### config.mk
export PLATFORM = sky130hd
export DESIGN_NAME = common_clock_fifo_reader
export DESIGN_NICKNAME = d
export VERILOG_FILES = /design/src/rtl/common_clock_fifo_reader.sv
export SDC_FILE = /design/constraint.sdc
export NUM_CORES = 1
export LEC_CHECK = 0
export BUFFER_PORTS_ARGS = -buffer_cell sky130_fd_sc_hd__clkbuf_2
export CAP_MARGIN = 30
export CORE_MARGIN = 1
export CORE_UTILIZATION = 49
export DETAILED_ROUTE_END_ITERATION = 12
export GPL_TIMING_DRIVEN = 0
export PLACE_DENSITY = 0.78
export SYNTH_ARGS = -nofsm -noshare
export SYNTH_HDL_FRONTEND = slang
export SYNTH_SLANG_ARGS = --single-unit
### constraint.sdc
create_clock -name CLK -period 2 [get_ports CLK]
set_input_delay 0.3 -clock CLK [delete_from_list [all_inputs] [get_ports CLK]]
set_output_delay 0.3 -clock CLK [all_outputs]
set_load 0.03 [all_outputs]
### src/rtl/common_clock_fifo_reader.sv
// Read-side master for a non-FWFT common-clock FIFO: issues RE, absorbs the 1-cycle read latency
// and presents words on a valid/ready stream. Optional checker: FIFO_READER_PROTOCOL_CHECK_EN.
module common_clock_fifo_reader #(
    parameter int DATA_WIDTH  = 64,
    parameter int COUNT_WIDTH = 32
) (
    input  logic                   CLK,
    input  logic                   RSTN,
    input  logic                   FIFO_EMPTY,
    output logic                   FIFO_RE,
    input  logic                   FIFO_VALID,
    input  logic [DATA_WIDTH-1:0]  FIFO_DOUT,
    output logic                   M_VALID,
    input  logic                   M_READY,
    output logic [DATA_WIDTH-1:0]  M_DATA,
    output logic [COUNT_WIDTH-1:0] WORD_COUNT,
    output logic                   RD_ERR
);

    // M_DATA is the head slot itself; slot1 holds the second word.
    logic [DATA_WIDTH-1:0] slot1;
    logic [1:0]            buf_cnt;
    logic [1:0]            buf_cnt_next;
    logic                  inflight;
    logic                  armed;
    logic                  pop;
    logic                  capture;
    logic [2:0]            occupancy;

    assign pop = M_VALID && M_READY;

    // armed is low for the first edge after reset so a stray FIFO_VALID there is dropped.
`ifdef FIFO_READER_PROTOCOL_CHECK_EN
    assign capture = FIFO_VALID && inflight && armed;
`else
    assign capture = FIFO_VALID && armed;
`endif

    // NOTE: every variable assigned in always_comb gets a default first, so no latch is inferred.
    always_comb begin
        occupancy    = {1'b0, buf_cnt} + {2'b00, inflight} - {2'b00, pop};
        FIFO_RE      = RSTN && !FIFO_EMPTY && (occupancy < 3'd2);
        buf_cnt_next = buf_cnt;
        if (pop && !capture)
            buf_cnt_next = buf_cnt - 2'd1;
        else if (!pop && capture && buf_cnt != 2'd2)
            buf_cnt_next = buf_cnt + 2'd1;
    end

    // NOTE: sequential state uses non-blocking assignments so every register samples pre-edge values.
    always_ff @(posedge CLK or negedge RSTN) begin
        if (!RSTN) begin
            buf_cnt    <= 2'd0;
            inflight   <= 1'b0;
            armed      <= 1'b0;
            M_VALID    <= 1'b0;
            M_DATA     <= '0;
            slot1      <= '0;
            WORD_COUNT <= '0;
        end else begin
            inflight <= FIFO_RE;
            armed    <= 1'b1;
            buf_cnt  <= buf_cnt_next;
            M_VALID  <= (buf_cnt_next != 2'd0);
            if (pop)
                WORD_COUNT <= WORD_COUNT + COUNT_WIDTH'(1);

            unique case ({pop, capture})
                2'b10: begin
                    if (buf_cnt == 2'd2)
                        M_DATA <= slot1;
                end
                2'b01: begin
                    if (buf_cnt == 2'd0)
                        M_DATA <= FIFO_DOUT;
                    else if (buf_cnt == 2'd1)
                        slot1 <= FIFO_DOUT;
                end
                2'b11: begin
                    // Head advances and the new word lands behind whatever remains.
                    if (buf_cnt == 2'd1) begin
                        M_DATA <= FIFO_DOUT;
                    end else begin
                        M_DATA <= slot1;
                        slot1  <= FIFO_DOUT;
                    end
                end
                default: ;
            endcase
        end
    end

`ifdef FIFO_READER_PROTOCOL_CHECK_EN
    logic proto_violation;

    assign proto_violation = armed && (FIFO_VALID != inflight);

    always_ff @(posedge CLK or negedge RSTN) begin
        if (!RSTN)
            RD_ERR <= 1'b0;
        else if (proto_violation)
            RD_ERR <= 1'b1;
    end
`else
    assign RD_ERR = 1'b0;
`endif

endmodule
# After elaboration in Yosys (flattened, before gate mapping)

Index checks and enable logic that the tools add are counted.

Bits of input ports: 69
Bits in registers: 165
Word-level logic and storage cells: 48
Output and inout bits: 99

Mux-type cells: 9
Add/sub/neg operators: 5
Equality and inequality tests: 10
$lt $le $gt $ge: 1
Reductions and logical operators: 16

Operators by type and width:

| operator                                                                     | count |
|---|---|
| 64-bit two-way mux                                                           | 5 |
| 64-bit one-hot mux with 3 select lines                                       | 1 |
| 64-bit one-hot mux with 2 select lines                                       | 1 |
| 32-bit by 1-bit adder with 32-bit output, second input constant              | 1 |
| 2-bit inequality test, second input constant                                 | 5 |
| 1-bit logical AND                                                            | 7 |
| 2-bit == test, second input constant                                         | 3 |
| 3-bit AND reduction                                                          | 2 |
| 2-bit by 1-bit == test with 1-bit output, second input constant              | 2 |
| 2-bit two-way mux                                                            | 2 |
| 2-bit nonzero test                                                           | 2 |
| 2-bit by 1-bit adder with 3-bit output                                       | 1 |
| 1-bit logical NOT                                                            | 3 |
| 3-bit by 2-bit less-than comparator with 1-bit output, second input constant | 1 |
| 3-bit nonzero test                                                           | 1 |
| 3-bit by 1-bit subtractor with 3-bit output                                  | 1 |
| 2-bit by 1-bit adder with 2-bit output, second input constant                | 1 |
| 2-bit logical NOT                                                            | 1 |
| 2-bit by 1-bit subtractor with 2-bit output, second input constant           | 1 |

# Longest topological paths before layout

Depth in word-level cells: 7
Depth in mapped cells: 8
Gate-level depth less buffers: 6

# Least setup slack after synthesis

No wires, ideal clock.

Path kind: flip-flop to output port
From: register M_VALID
To: output port FIFO_RE
Path buffers: 0
Slack: -604 ps
Arrival time: 2,304 ps
Data required time: 1,700 ps
Stages on the path, launching flop included: 7
Cell sequence: dfrtp_1 > nand2_2 > nor2_1 > o21ai_0 > fa_1 > xor2_1 > nor3_1

Word-level cells in the longest chain between the ends: 4

RTL lines:

| item                                                  | line | source |
|---|---|---|
| start, declared                                       | 13   | `output logic M_VALID,` |
| start signal, assigned                                | 64   | `M_VALID <= (buf_cnt_next != 2'd0);` |
| 1-bit logical AND                                     | 30   | `assign pop = M_VALID && M_READY;` |
| 3-bit by 1-bit subtractor with 3-bit output           | 41   | `occupancy = {1'b0, buf_cnt} + {2'b00, inflight} - {2'b00, pop};` |
| 3-bit by 2-bit less-than comparator with 1-bit output | 42   | `FIFO_RE = RSTN && !FIFO_EMPTY && (occupancy < 3'd2);` |
| 1-bit logical AND                                     | 42   |  |
| end, declared                                         | 10   | `output logic FIFO_RE,` |

No other way between the ends.

# Worst setup path after layout

Ends and elaborated chain as after synthesis.

==> results.txt <==
- Status: complete, but fails checks
- Violated checks: negative hold slack, negative setup slack
- Total of fill cells in the finished design: 1081
- Critical path startpoint category: register
- Worst-skew pair later-pin latency: 430 ps
- CTS root buf: sky130_fd_sc_hd__clkbuf_16
- The number of slew-limit violations in the final report was 0.
* Cell type group with the largest total delay on the critical path: adder cells
- List of cells traversed by the critical path: nand2_4 -> and2_4 -> o21ai_2 -> fa_2 -> nand2_2 -> nor3_4 -> clkbuf_8
- The worst path in the final design needs a cycle of 2350 ps, including I/O delays and setup.
* Avg Inst Size Synth: 12.5 um2
- STA classifies the critical path endpoint as a primary output.
* Total leakage power: 4.57 nW
* Overall power consumption: 14.4 mW
- Once detail routing completed, the nets flagged for antenna violations numbered 0.
- The H-tree was split into 4 levels.
* Final Hold Viols: 80
- The worst register-to-register path begins at buf_cnt[1].
- Synthesis produced 572 cells.
* Max Fanout on Critical Path: 3
- Setup violations remaining at the end of the flow were counted as 1.
- Setup repair after global routing could not meet its margin everywhere.
* Classification of the worst setup path: register to primary output
- Tightest slew margin relative to the limit: 56.8%
- Drt first pass iters: 4
- Counting distinct cell types in the post-synthesis netlist gives 37.
* Crit-path slowest cell: sky130_fd_sc_hd__fa_2
* Fraction of layout cells with a size suffix above 1: 40.5%
- TritonCTS built the clock tree.
- Counting flops with a built-in enable in the synthesized netlist gives 0.
- Die Outline Area: 15100 um2
- For this run, the leading register cell type out of synthesis is sky130_fd_sc_hd__dfrtp_1.
- Setup slack on the worst reg-to-reg path comes out at 60 ps.
* Net count reported at finish: 838
* Number of vias per cell after detailed routing: 5.27
- Reg clk slew, reported paths: 60 ps
- After detailed placement, the design holds a cell count of 919.
- Number of top-level pins: 168
* Instance count on the critical path: 7
- Data arrives at the worst endpoint at 2050 ps.
* Die Width: 123 um
- Max Cap Violations: 0
* Buffers and inverters on the worst path: 1
- Summing the sequential cell areas from Yosys gives 57.7% of the chip area.
- Yosys synthesis warning count: 0
- The HPWL after detailed placement is 10900 um.
* Capture point of the critical path: FIFO_RE
* Antenna violations before repair: 0
* GP Congestion: 0.763
- Via count of the routed design: 5048
- The tightest hold path in the finished design has a slack of -122 ps.
- Highest cell delay on the worst timing path: 530 ps
* Setup slack at placement: -167 ps
* Start point of the critical path: M_VALID
* Leftover overflow at the end of global routing: 0
* Clock Sinks: 165
- Final Core Density: 63.6%
* Multi-input gate area in the final layout: 2820 um2
- Req. time, crit path: 1700 ps
- 0 antenna diodes ended up in the layout.
- Pin count of the biggest net entering global routing: 87
* Final worst slack: -354 ps
- Global routing consumed, over all layers together, 21.8% of the routing resources.
* Worst clock skew on the final layout: 7.56 ps
- Wires add up to 15500 um.
- Buffer depth of the longest clock path: 2
* Worst vdd rail ir drop: 797 uV
* PortBufs: 166
- Endpoint of the worst register-to-register path: slot1[8]
- Average wire per standard cell: 16.2 um
- When the netlist entered floorplanning its net count stood at 646.
- Summing every instance area after synthesis gives 7160 um2.
- For the final routed database, the setup TNS stands at -354 ps.
* First-iteration detailed-routing DRC count: 254
* Chip height: 123 um
* Area inside the core boundary: 14000 um2
- Effective utilization at floorplan: 51.0%
* Number of design rule violations left after detail routing: 0
- Clock tree synthesis inserted a total of 17 buffers.
- In this run the power density over the cells is 1620 nW/um2.
- The first global-routing pass estimated 25000 um of wire.
- Area added between synthesis and finish: 24.8%
- The via count of the first global-routing pass came to 5099.
- Ys async rst share: 100%
* Class of the most critical hold timing path: input pin to async pin
- Counting flops and latches in the post-synthesis netlist gives 165.
- The number of cells on the worst reg-to-reg path is 7.
* Layout Cells excl Fill: 957
- Core Rows: 43
* Achievable clock frequency: 425 MHz
- Across the whole layout, storage elements account for 4130 um2.
- At the pin with the least slew margin, the transition time is 649 ps.
- Period Utilization, post-route: 118%
-- report_power, final --
| group | internal (mW) | leakage (nW) | total [mW] | switching, mW |
|---|---|---|---|---|
| logic | 2.21 | 2.31 | 5.68 | 3.47 |
| clock network | 1.84 | 0.285 | 3.15 | 1.31 |
| registers | 4.78 | 1.97 | 5.60 | 0.820 |
| total | 8.84 | 4.57 | 14.4 | 5.60 |
-- what timing repair did --
item,in CTS,in global routing
buffers inserted,5,1
hold endpoints to repair,80,80
endpoints found under the setup margin,61,86
pin swaps,2,1
gates resized for setup,2,12
-- area by class of cell --
type                    instances  share of cell area, %
well taps                     180                   2.52
inverters                       4                  0.168
multi-input cells             372                   31.5
clock buffers                  21                   5.38
repair buffers                173                   10.3
flip-flops and latches        165                   46.3
clock inverters                11                   1.12
plain buffers                  31                   2.70
-- registers in the layout, indices dropped and copies added, names as in the netlist --
signal      cells
M_DATA         64
slot1          64
WORD_COUNT     32
buf_cnt         2
M_VALID         1
armed           1
inflight        1
-- logic make-up after synthesis --
logic type | count (synthesis) | share of synthesized area, %
flops | 165 | 57.7
simple gates | 131 | 8.95
mux | 129 | 19.4
compound gates | 72 | 5.35
buf+inv | 35 | 3.46
xor+xnor | 33 | 4.04
fa+ha+maj | 5 | 0.979
other cells | 2 | 0.105
-- how the worst min path moves through the flow --
| stage | startpoint | to | slack, ps | cells after the start |
|---|---|---|---|---|
| global placement | WORD_COUNT[31] | WORD_COUNT[31] | 460 | 1 |
| global route | RSTN | slot1[18] | -60 | 1 |
| detailed placement | RSTN | slot1[18] | 370 | 1 |
| CTS | RSTN | slot1[18] | -90 | 1 |
| floorplan | RSTN | M_DATA[0] | 4 | 0 |
| finish | RSTN | slot1[18] | -120 | 1 |
-- stage by stage --
| step | cell area [um2] | hold WS, ps |
|---|---|---|
| 5_1_grt | 8930 | -61.6 |
| 3_5_place_dp | 8280 | 372 |
| 2_1_floorplan | 7190 | 4.41 |
| 3_3_place_gp | 8240 | 462 |
| 6_report | 8930 | -122 |
| 4_1_cts | 8910 | -90.3 |
-- Yosys cell counts (all sizes together) (5+ instances only) --
| cell type | count | area share (%) |
|---|---|---|
| mux2i | 65 | 9.1 |
| buf | 27 | 3.0 |
| mux2 | 64 | 10 |
| xnor2 | 26 | 3.2 |
| xor2 | 7 | 0.86 |
| nand2 | 12 | 0.66 |
| nand3 | 15 | 1.0 |
| dfrtp | 165 | 58 |
| and4 | 7 | 0.86 |
| nand4 | 10 | 0.87 |
| and3 | 5 | 0.44 |
| nor2 | 69 | 3.6 |
| a21oi | 65 | 4.5 |
-- worst register-to-register path: stages (launching register included) --
cell and delay [ps]:
sky130_fd_sc_hd__dfrtp_1 460, sky130_fd_sc_hd__inv_1 130, sky130_fd_sc_hd__ha_1 220, sky130_fd_sc_hd__nor3b_2 180
sky130_fd_sc_hd__o21ai_4 120, sky130_fd_sc_hd__buf_4 180, sky130_fd_sc_hd__buf_6 180, sky130_fd_sc_hd__mux2_2 360
-- layout by cell type, fill, tap and decap left out, drive strengths merged --
| cell | n |
|---|---|
| a21oi | 65 |
| a221oi | 1 |
| a31o | 1 |
| and2 | 3 |
| and3 | 5 |
| and4 | 7 |
| buf | 34 |
| bufinv | 1 |
| clkbuf | 191 |
| clkinv | 7 |
| clkinvlp | 2 |
| conb | 2 |
| dfrtp | 165 |
| fa | 1 |
| ha | 4 |
| inv | 5 |
| mux2 | 64 |
| mux2i | 65 |
| nand2 | 12 |
| nand2b | 1 |
| nand3 | 15 |
| nand3b | 1 |
| nand4 | 10 |
| nor2 | 69 |
| nor3 | 2 |
| nor3b | 1 |
| nor4 | 3 |
| o21ai | 4 |
| o2bb2ai | 1 |
| or2 | 2 |
| xnor2 | 26 |
| xor2 | 7 |
-- layer usage --
layer  GRT usage [%]  vias up  wire (um)  part of all wire [%]
met5               0        -          0                     0
met4            7.47        0        221                   1.4
met3            7.25       22       1110                   7.2
met2            35.2      141       7490                    48
met1            27.6     2506       6660                    43
li1                -     2379          -                     -
(Power assumes the default switching activity.)
